==> src/rtl/wb_pkg.sv <==
// Shared types for the register-file write-port arbiter.
// Holds the FSM encoding, datapath widths and LU buffer entry layout.
package wb_pkg;

  localparam int RF_AW = 5;
  localparam int XLEN  = 32;

  typedef enum logic [1:0] {
    IDLE  = 2'd0,
    PEND  = 2'd1,
    FORCE = 2'd2
  } state_t;

  typedef struct packed {
    logic             valid;
    logic [RF_AW-1:0] rd;
    logic [XLEN-1:0]  data;
  } lu_entry_t;

endpackage

==> src/rtl/wb_lu_fifo.sv <==
// Buffer for out-of-band LU results awaiting the write port.
// Entries can be squashed by a younger pipeline write to the same rd.
module wb_lu_fifo
  import wb_pkg::*;
#(
  parameter int DEPTH = 2
) (
  input  logic             clk,
  input  logic             rst,
  input  logic             push,
  input  logic [RF_AW-1:0] push_rd,
  input  logic [XLEN-1:0]  push_data,
  input  logic             pop,
  input  logic             inv_en,
  input  logic [RF_AW-1:0] inv_rd,
  output lu_entry_t        head,
  output logic             ready,
  output logic             empty,
  output logic             one,
  output logic [XLEN-1:0]  busy_mask
);

  localparam int AW = $clog2(DEPTH);
  localparam int CW = AW + 1;

  lu_entry_t         mem [DEPTH];
  logic [AW-1:0]     rd_ptr;
  logic [AW-1:0]     wr_ptr;
  logic [CW-1:0]     count;

  assign head  = mem[rd_ptr];
  assign ready = count != CW'(DEPTH);
  assign empty = count == '0;
  assign one   = count == CW'(1);

  always_ff @(posedge clk) begin
    if (rst) begin
      rd_ptr <= '0;
      wr_ptr <= '0;
      count  <= '0;
      for (int i = 0; i < DEPTH; i++) begin
        mem[i].valid <= 1'b0;
      end
    end else begin
      for (int i = 0; i < DEPTH; i++) begin
        if (inv_en && mem[i].valid && mem[i].rd == inv_rd) begin
          mem[i].valid <= 1'b0;
        end
      end
      // popped slots drop their valid bit so busy_mask sees only live entries
      if (pop) begin
        mem[rd_ptr].valid <= 1'b0;
        rd_ptr <= rd_ptr + AW'(1);
      end
      if (push) begin
        mem[wr_ptr] <= '{valid: 1'b1, rd: push_rd, data: push_data};
        wr_ptr <= wr_ptr + AW'(1);
      end
      if (push && !pop) begin
        count <= count + CW'(1);
      end else if (pop && !push) begin
        count <= count - CW'(1);
      end
    end
  end

  always_comb begin
    busy_mask = '0;
    for (int i = 0; i < DEPTH; i++) begin
      if (mem[i].valid) begin
        busy_mask[mem[i].rd] = 1'b1;
      end
    end
  end

endmodule

==> src/rtl/wb_port_arbiter.sv <==
// Register-file write-port arbiter: pipeline writeback has priority,
// buffered LU results drain in free slots or via a one-cycle forced stall.
module wb_port_arbiter
  import wb_pkg::*;
#(
  parameter int DEPTH    = 2,
  parameter int MAX_WAIT = 4
) (
  input  logic             clk_i,
  input  logic             rst_i,
  input  logic             pipe_regwrite_i,
  input  logic             pipe_memtoreg_i,
  input  logic [XLEN-1:0]  pipe_aluresult_i,
  input  logic [XLEN-1:0]  pipe_readdata_i,
  input  logic [RF_AW-1:0] pipe_rd_i,
  input  logic             lu_valid_i,
  input  logic [RF_AW-1:0] lu_rd_i,
  input  logic [XLEN-1:0]  lu_data_i,
  output logic             lu_ready_o,
  output logic             rf_we_o,
  output logic [RF_AW-1:0] rf_waddr_o,
  output logic [XLEN-1:0]  rf_wdata_o,
  output logic             stall_o,
  output logic [XLEN-1:0]  busy_mask_o
);

  state_t           state;
  state_t           state_nxt;
  logic [3:0]       wait_cnt;
  logic [3:0]       wait_nxt;
  lu_entry_t        head;
  logic             ready;
  logic             empty;
  logic             one;
  logic [XLEN-1:0]  busy;
  logic             pw;
  logic             push;
  logic             pop;
  logic             inv_en;
  logic             last;
  logic             we;
  logic             stall;
  logic [RF_AW-1:0] waddr;
  logic [XLEN-1:0]  wdata;
  logic [XLEN-1:0]  pdata;

  assign pw    = pipe_regwrite_i && (pipe_rd_i != '0);
  assign pdata = pipe_memtoreg_i ? pipe_readdata_i : pipe_aluresult_i;

  assign lu_ready_o = ready && !rst_i;
  // rd 0 results are acknowledged but never stored
  assign push = lu_valid_i && lu_ready_o && (lu_rd_i != '0);

  wb_lu_fifo #(
    .DEPTH(DEPTH)
  ) u_fifo (
    .clk      (clk_i),
    .rst      (rst_i),
    .push     (push),
    .push_rd  (lu_rd_i),
    .push_data(lu_data_i),
    .pop      (pop),
    .inv_en   (inv_en),
    .inv_rd   (pipe_rd_i),
    .head     (head),
    .ready    (ready),
    .empty    (empty),
    .one      (one),
    .busy_mask(busy)
  );

  always_ff @(posedge clk_i) begin
    if (rst_i) begin
      state    <= IDLE;
      wait_cnt <= '0;
    end else begin
      state    <= state_nxt;
      wait_cnt <= wait_nxt;
    end
  end

  always_comb begin
    we        = 1'b0;
    waddr     = '0;
    wdata     = '0;
    stall     = 1'b0;
    pop       = 1'b0;
    inv_en    = 1'b0;
    wait_nxt  = wait_cnt;
    state_nxt = state;
    last      = 1'b0;

    if (state == FORCE) begin
      stall = 1'b1;
      pop   = 1'b1;
    end else if (pw) begin
      we     = 1'b1;
      waddr  = pipe_rd_i;
      wdata  = pdata;
      inv_en = 1'b1;
    end else if (state == PEND) begin
      pop = 1'b1;
    end

    if (pop && head.valid) begin
      we    = 1'b1;
      waddr = head.rd;
      wdata = head.data;
    end

    if (state != PEND || pop) begin
      wait_nxt = '0;
    end else begin
      wait_nxt = wait_cnt + 4'd1;
    end

    last = (empty && !push) || (one && pop && !push);

    if (state == PEND && !pop && wait_cnt == 4'(MAX_WAIT - 1)) begin
      state_nxt = FORCE;
      wait_nxt  = '0;
    end else begin
      state_nxt = last ? IDLE : PEND;
    end
  end

  assign rf_we_o     = we && !rst_i;
  assign rf_waddr_o  = rst_i ? '0 : waddr;
  assign rf_wdata_o  = rst_i ? '0 : wdata;
  assign stall_o     = stall && !rst_i;
  assign busy_mask_o = rst_i ? '0 : busy;

endmodule

==> config.mk <==
export PLATFORM = sky130hd
export DESIGN_NAME = wb_port_arbiter
export DESIGN_NICKNAME = d
export VERILOG_FILES = /design/src/rtl/wb_pkg.sv /design/src/rtl/wb_lu_fifo.sv /design/src/rtl/wb_port_arbiter.sv
export SDC_FILE = /design/constraint.sdc
export NUM_CORES = 1
export LEC_CHECK = 0
export BUFFER_PORTS_ARGS = -buffer_cell sky130_fd_sc_hd__buf_2
export CAP_MARGIN = 10
export CELL_PAD_IN_SITES_DETAIL_PLACEMENT = 0
export CELL_PAD_IN_SITES_GLOBAL_PLACEMENT = 1
export CORE_UTILIZATION = 38
export CTS_CLUSTER_DIAMETER = 40
export DETAILED_ROUTE_END_ITERATION = 16
export PLACE_DENSITY_LB_ADDON = 0.1
export SLEW_MARGIN = 20
export SYNTH_ARGS = -nofsm -noshare
export SYNTH_HDL_FRONTEND = slang
export SYNTH_HIERARCHICAL = 1
export SYNTH_SLANG_ARGS = --single-unit
==> constraint.sdc <==
create_clock -name clk_i -period 4.8 [get_ports clk_i]
set_input_delay 1.2 -clock clk_i [delete_from_list [all_inputs] [get_ports clk_i]]
set_output_delay 1.2 -clock clk_i [all_outputs]
set_load 0.02 [all_outputs]
# == After elaboration in Yosys (flattened, before gate mapping) ==
# Memory sizes are Yosys's and may differ from the RTL's. A register that Yosys moved wholly into a read port is not among the register bits.
# Cells that the tools add are included.
# classes
add_sub_neg,5
magnitude_cmp,4
n_eq_ne,8
muxes,48
bitwise_logic,3
n_reduce_logical,32
# ops
cell,n
two-way mux 32 bit,8
two-way mux 38 bit,1
OR reduction 38 bit,1
OR 32 bit,1
two-way mux 1 bit,29
logical AND 1 bit,20
two-way mux 5 bit,4
"< comparator 5 x 6 -> 1 bit, second input constant",2
demux 1 bit (select 5 bit),2
equality test 5 bit,2
"greater-or-equal comparator 5 x 1 -> 1 bit, second input constant",2
nonzero test 5 bit,2
two-way mux 2 bit,4
"adder 4 x 1 -> 4 bit, second input constant",1
"equality test 2 x 1 -> 1 bit, second input constant",2
"equality test 4 x 2 -> 1 bit, second input constant",1
zero test 1 bit,3
OR reduction 3 bit,1
"adder 1 bit, second input constant",2
"adder 2 x 1 -> 2 bit, second input constant",1
"equality test 2 bit, second input constant",1
zero test 2 bit,1
logical OR 1 bit,2
"!= test 2 x 1 -> 1 bit, second input constant",1
5 further kinds,6
# totals
regBits,10
ramBits,76
input_bits,111
out_inout_bits,72
word_cells,107
n_memories,1
# memory_table
name,words,word_bits,read_ports,rd_clocked_by_memory_dff,wr,line,text
u_fifo.mem,2,38,3,1,3,wb_lu_fifo.sv:26,lu_entry_t mem [DEPTH];

# == Longest topological paths before layout ==
# depth
ltp_word,11
mapped_depth,10
depth_no_buf,10

# == By module ==
# The synthesis kept the hierarchy.
# by_module_without_submodules
mod,instances,cells_each,area_each_um2,seq_area_each_um2
wb_lu_fifo,1,231,3523.4,2362.3
wb_port_arbiter,1,158,1280.0,120.1

# == Worst setup path after synthesis ==
# No wires, ideal clock.
# synth_path
kind,in2reg
start,input port rst_i
end,memory u_fifo/mem[0][37] in the netlist's numbering
setup_time_ns,0.079
arrival_time_ns,4.081
t_required_ns,4.721
setup_slack_ns,0.640
stages,7
n_path_buf,1
cell_sequence,buf_2 nor2b_1 nand2_1 a21oi_1 nor3b_2 nor4_1 a31oi_1
# synth_rtl
item,line,text
"start, declared",wb_port_arbiter.sv:10,"input logic rst_i,"
"end, declared",wb_lu_fifo.sv:26,

# == Final worst setup path ==
# layout_path
start,input port pipe_rd_i[0]
end,output port rf_wdata_o[14]
# layout_between
elab_chain_len,7
elab_cells_between_ends,9
classes_between,mux (6); reduce/logical (3)
# layout_rtl
item,line,text
"start, declared",wb_port_arbiter.sv:15,"input logic [RF_AW-1:0] pipe_rd_i,"
nonzero test 5 bit,wb_port_arbiter.sv:47,assign pw = pipe_regwrite_i && (pipe_rd_i != '0);
logical AND 1 bit,wb_port_arbiter.sv:47,
two-way mux 1 bit,wb_port_arbiter.sv:96,end else if (pw) begin
two-way mux 1 bit,wb_port_arbiter.sv:93,if (state == FORCE) begin
net pop,wb_port_arbiter.sv:38,logic pop;
logical AND 1 bit,wb_port_arbiter.sv:105,if (pop && head.valid) begin
two-way mux 32 bit,wb_port_arbiter.sv:105,
two-way mux 32 bit,wb_port_arbiter.sv:129,assign rf_wdata_o = rst_i ? '0 : wdata;
"end, declared",wb_port_arbiter.sv:22,"output logic [XLEN-1:0] rf_wdata_o,"
# The timed path passes the listed nets, and every way through them passes these cells.

==> run metrics <==
status complete, no violations; cts bufs inserted 9; CP bufs+invs 3; final instance area 6160 µm²; fillers 1,132; CP Depth 7; met1 Resource Use GR 21.3%; Mapped Avg Cell Area 12.3 µm²; Synth Instances 389; fmax 246 MHz; later-pin clock latency in the skew report 0.33 ns; P_leak 2.51 nW; vias per cell 5.11; Critical Path Most Common Cell buf_2; PortBufs 182; hold buffers post-CTS 0; crit path cell chain buf_2 -> nor3_1 -> a311o_1 -> and3b_1 -> buf_12 -> o2bb2ai_1 -> buf_2; most frequent cells in the layout 182 x buf_2, 74 x edfxtp_1, 38 x mux2_2; antenna violations before repair 1; first-pass GRT wire length 17.4 mm; final setup TNS 0 ns; Post-route DRC 0; yosys warns 6; crit path max fanout 32; Pwr Density 309 nW/µm²; Hold Path Stages 1; final hold vios 0; HP Class flip-flop to flip-flop; Post-Syn Nets 505; unrepaired setup endpoints after global routing false; Final Setup Violations 0; Post-DP HPWL 8.34 mm; Overflow after GRT 0; max-cap violations 0; Area after DPL 5840 µm²; max incr delay on CP 0.35 ns; M2 GR Usage 29.9%; TritonCTS clock tree done; Register Area 2480 µm²; commonest non-fill, non-tap cell in the layout buf_2; remaining antenna violation count 0; vias 3,754; Worst EP arrival 2.86 ns; Max Slew Vio Count 0; Worst setup SP type input pin; Distinct cells, synth 36; measured slew at the worst slew-check pin 0.934 ns; vias in the first global route 3,572; Multi-input gate area 2150 µm²; layout cells sized above 1 43.7%; sequential area share after synthesis 51.7%; die height 114 µm; fin nets 676; # clock sinks 87; num rows 40; Routed WL per cell 15.5 µm; most crowded layer after global routing met2; WP data required 3.60 ns; setup bufs post-CTS 0; Initial DRC Count 210; count of state elements after synthesis 87; Slew HR 37.8%; Setup Skew 0.0102 ns; Worst-path clk slew 0.06 ns; IO Pins 183; GR Util All Layers 17.1%; routability cong. 0.731; Netlist Area Pre-Place 4800 µm²; Clock Path Buffers 2; maximum vdd ir drop 218 µV; cell family with most CP delay simple AND/OR/NAND/NOR gates; Die X-Extent 114 µm; core area 12,200 µm²; R2R depth 8; Tmin final 4.06 ns; starting density of the core 39.5%; clock root cell clkbuf_16; largest net degree at the start of global routing 39; Final period util 84.5%; post-CTS sizing 0; Critical Setup Path Class input pin to output port; met3 usage 3.49%; area grow syn2layout 28.2%; first drt pass iteration count 4; Slowest cell on crit path and3b_1; CTS HTree Levels 3; final WL 11.3 mm; critical path capture point type output port; full die area 13,100 µm²
[flip-flops by register name, indices dropped and copies added, names as in the netlist, named ones only]
name           cells
state              2
u_fifo/count       2
u_fifo/mem        76
u_fifo/rd_ptr      1
u_fifo/wr_ptr      1
wait_cnt           4
[metrics by stage]
stage	cells	power [mW]	util, %	worst slack, ns	hold slack [ns]
3_5_place_dp	717	1.22	48.0	0.757	0.452
4_1_cts	733	1.93	50.6	0.754	0.461
2_1_floorplan	389	1.11	-	0.640	0.432
6_report	734	1.90	50.6	0.742	0.459
3_3_place_gp	717	1.22	48.0	0.837	0.452
5_1_grt	733	1.99	50.6	0.589	0.489
[report_power, final]
part | leakage, nW | switching, mW | internal (mW) | total [mW]
sequential | 0.778 | 0.0213 | 0.859 | 0.880
combinational | 1.59 | 0.169 | 0.150 | 0.319
clock | 0.147 | 0.292 | 0.414 | 0.705
[logic make-up (layout without fill, tap and decap cells)]
logic type | Yosys count | after routing | synth area share [%]
buffers and inverters | 34 | 210 | 3.65
adder cells (fa/ha/maj) | 5 | 5 | 1.30
multiplexers | 71 | 71 | 15.8
AO/OA/AOI/OAI | 83 | 83 | 12.7
other | 0 | 1 | 0
AND/OR/NAND/NOR | 95 | 95 | 12.3
XOR/XNOR | 14 | 14 | 2.55
flip-flops | 87 | 87 | 51.7
[metal layers]
layer | up-vias | part of all wire, %
met5 | - | 0
met4 | 0 | 0.80
met3 | 10 | 6.8
met2 | 136 | 50
met1 | 1765 | 42
li1 | 1843 | -
[cell usage after synthesis (all sizes together)]
| master | n | area [µm²] |
|---|---|---|
| nor3b | 5 | 47.5 |
| nor4 | 2 | 12.5 |
| a311o | 1 | 10.0 |
| o2bb2ai | 32 | 280 |
| nor2b | 35 | 221 |
| mux2i | 33 | 330 |
| nor3 | 3 | 15.0 |
| clkbuf | 7 | 26.3 |
| mux2 | 38 | 428 |
| o21a | 1 | 7.51 |
| or3 | 2 | 12.5 |
| nor2 | 11 | 41.3 |
| edfxtp | 74 | 2220 |
| and3b | 2 | 17.5 |
| buf | 21 | 126 |
| nand3b | 11 | 82.6 |
| xnor2 | 2 | 17.5 |
| a41oi | 1 | 8.76 |
| and4 | 1 | 8.76 |
| nand2b | 3 | 18.8 |
| xor2 | 12 | 105 |
| or3b | 6 | 52.6 |
| nand2 | 7 | 26.3 |
| dfxtp | 13 | 260 |
| a31oi | 4 | 25.0 |
| a21oi | 6 | 30.0 |
| inv | 6 | 22.5 |
| ha | 5 | 62.6 |
| o22ai | 32 | 200 |
| a22o | 5 | 43.8 |
| nand3 | 7 | 35.0 |
| o21ai | 1 | 5.00 |
[final timing paths]
check                        from           endpoint  slack (ns)
setup / recovery     pipe_rd_i[0]     rf_wdata_o[14]        0.74
hold / removal        wait_cnt[0]        wait_cnt[0]        0.46
setup reg to reg  u_fifo/count[0]  u_fifo/mem[1][36]        2.19
hold reg to reg       wait_cnt[0]        wait_cnt[0]        0.46
[final cells by class]
class	instances	share of cell area (%)
Timing Repair Buffer	188	15.7
Antenna cell	1	0.0407
Inverter	6	0.366
Clock buffer	9	3.66
Clock inverter	7	1.46
Multi-Input combinational cell	268	35.0
Tap cell	168	3.41
Sequential cell	87	40.3
Power figures use the tool's default switching activity.
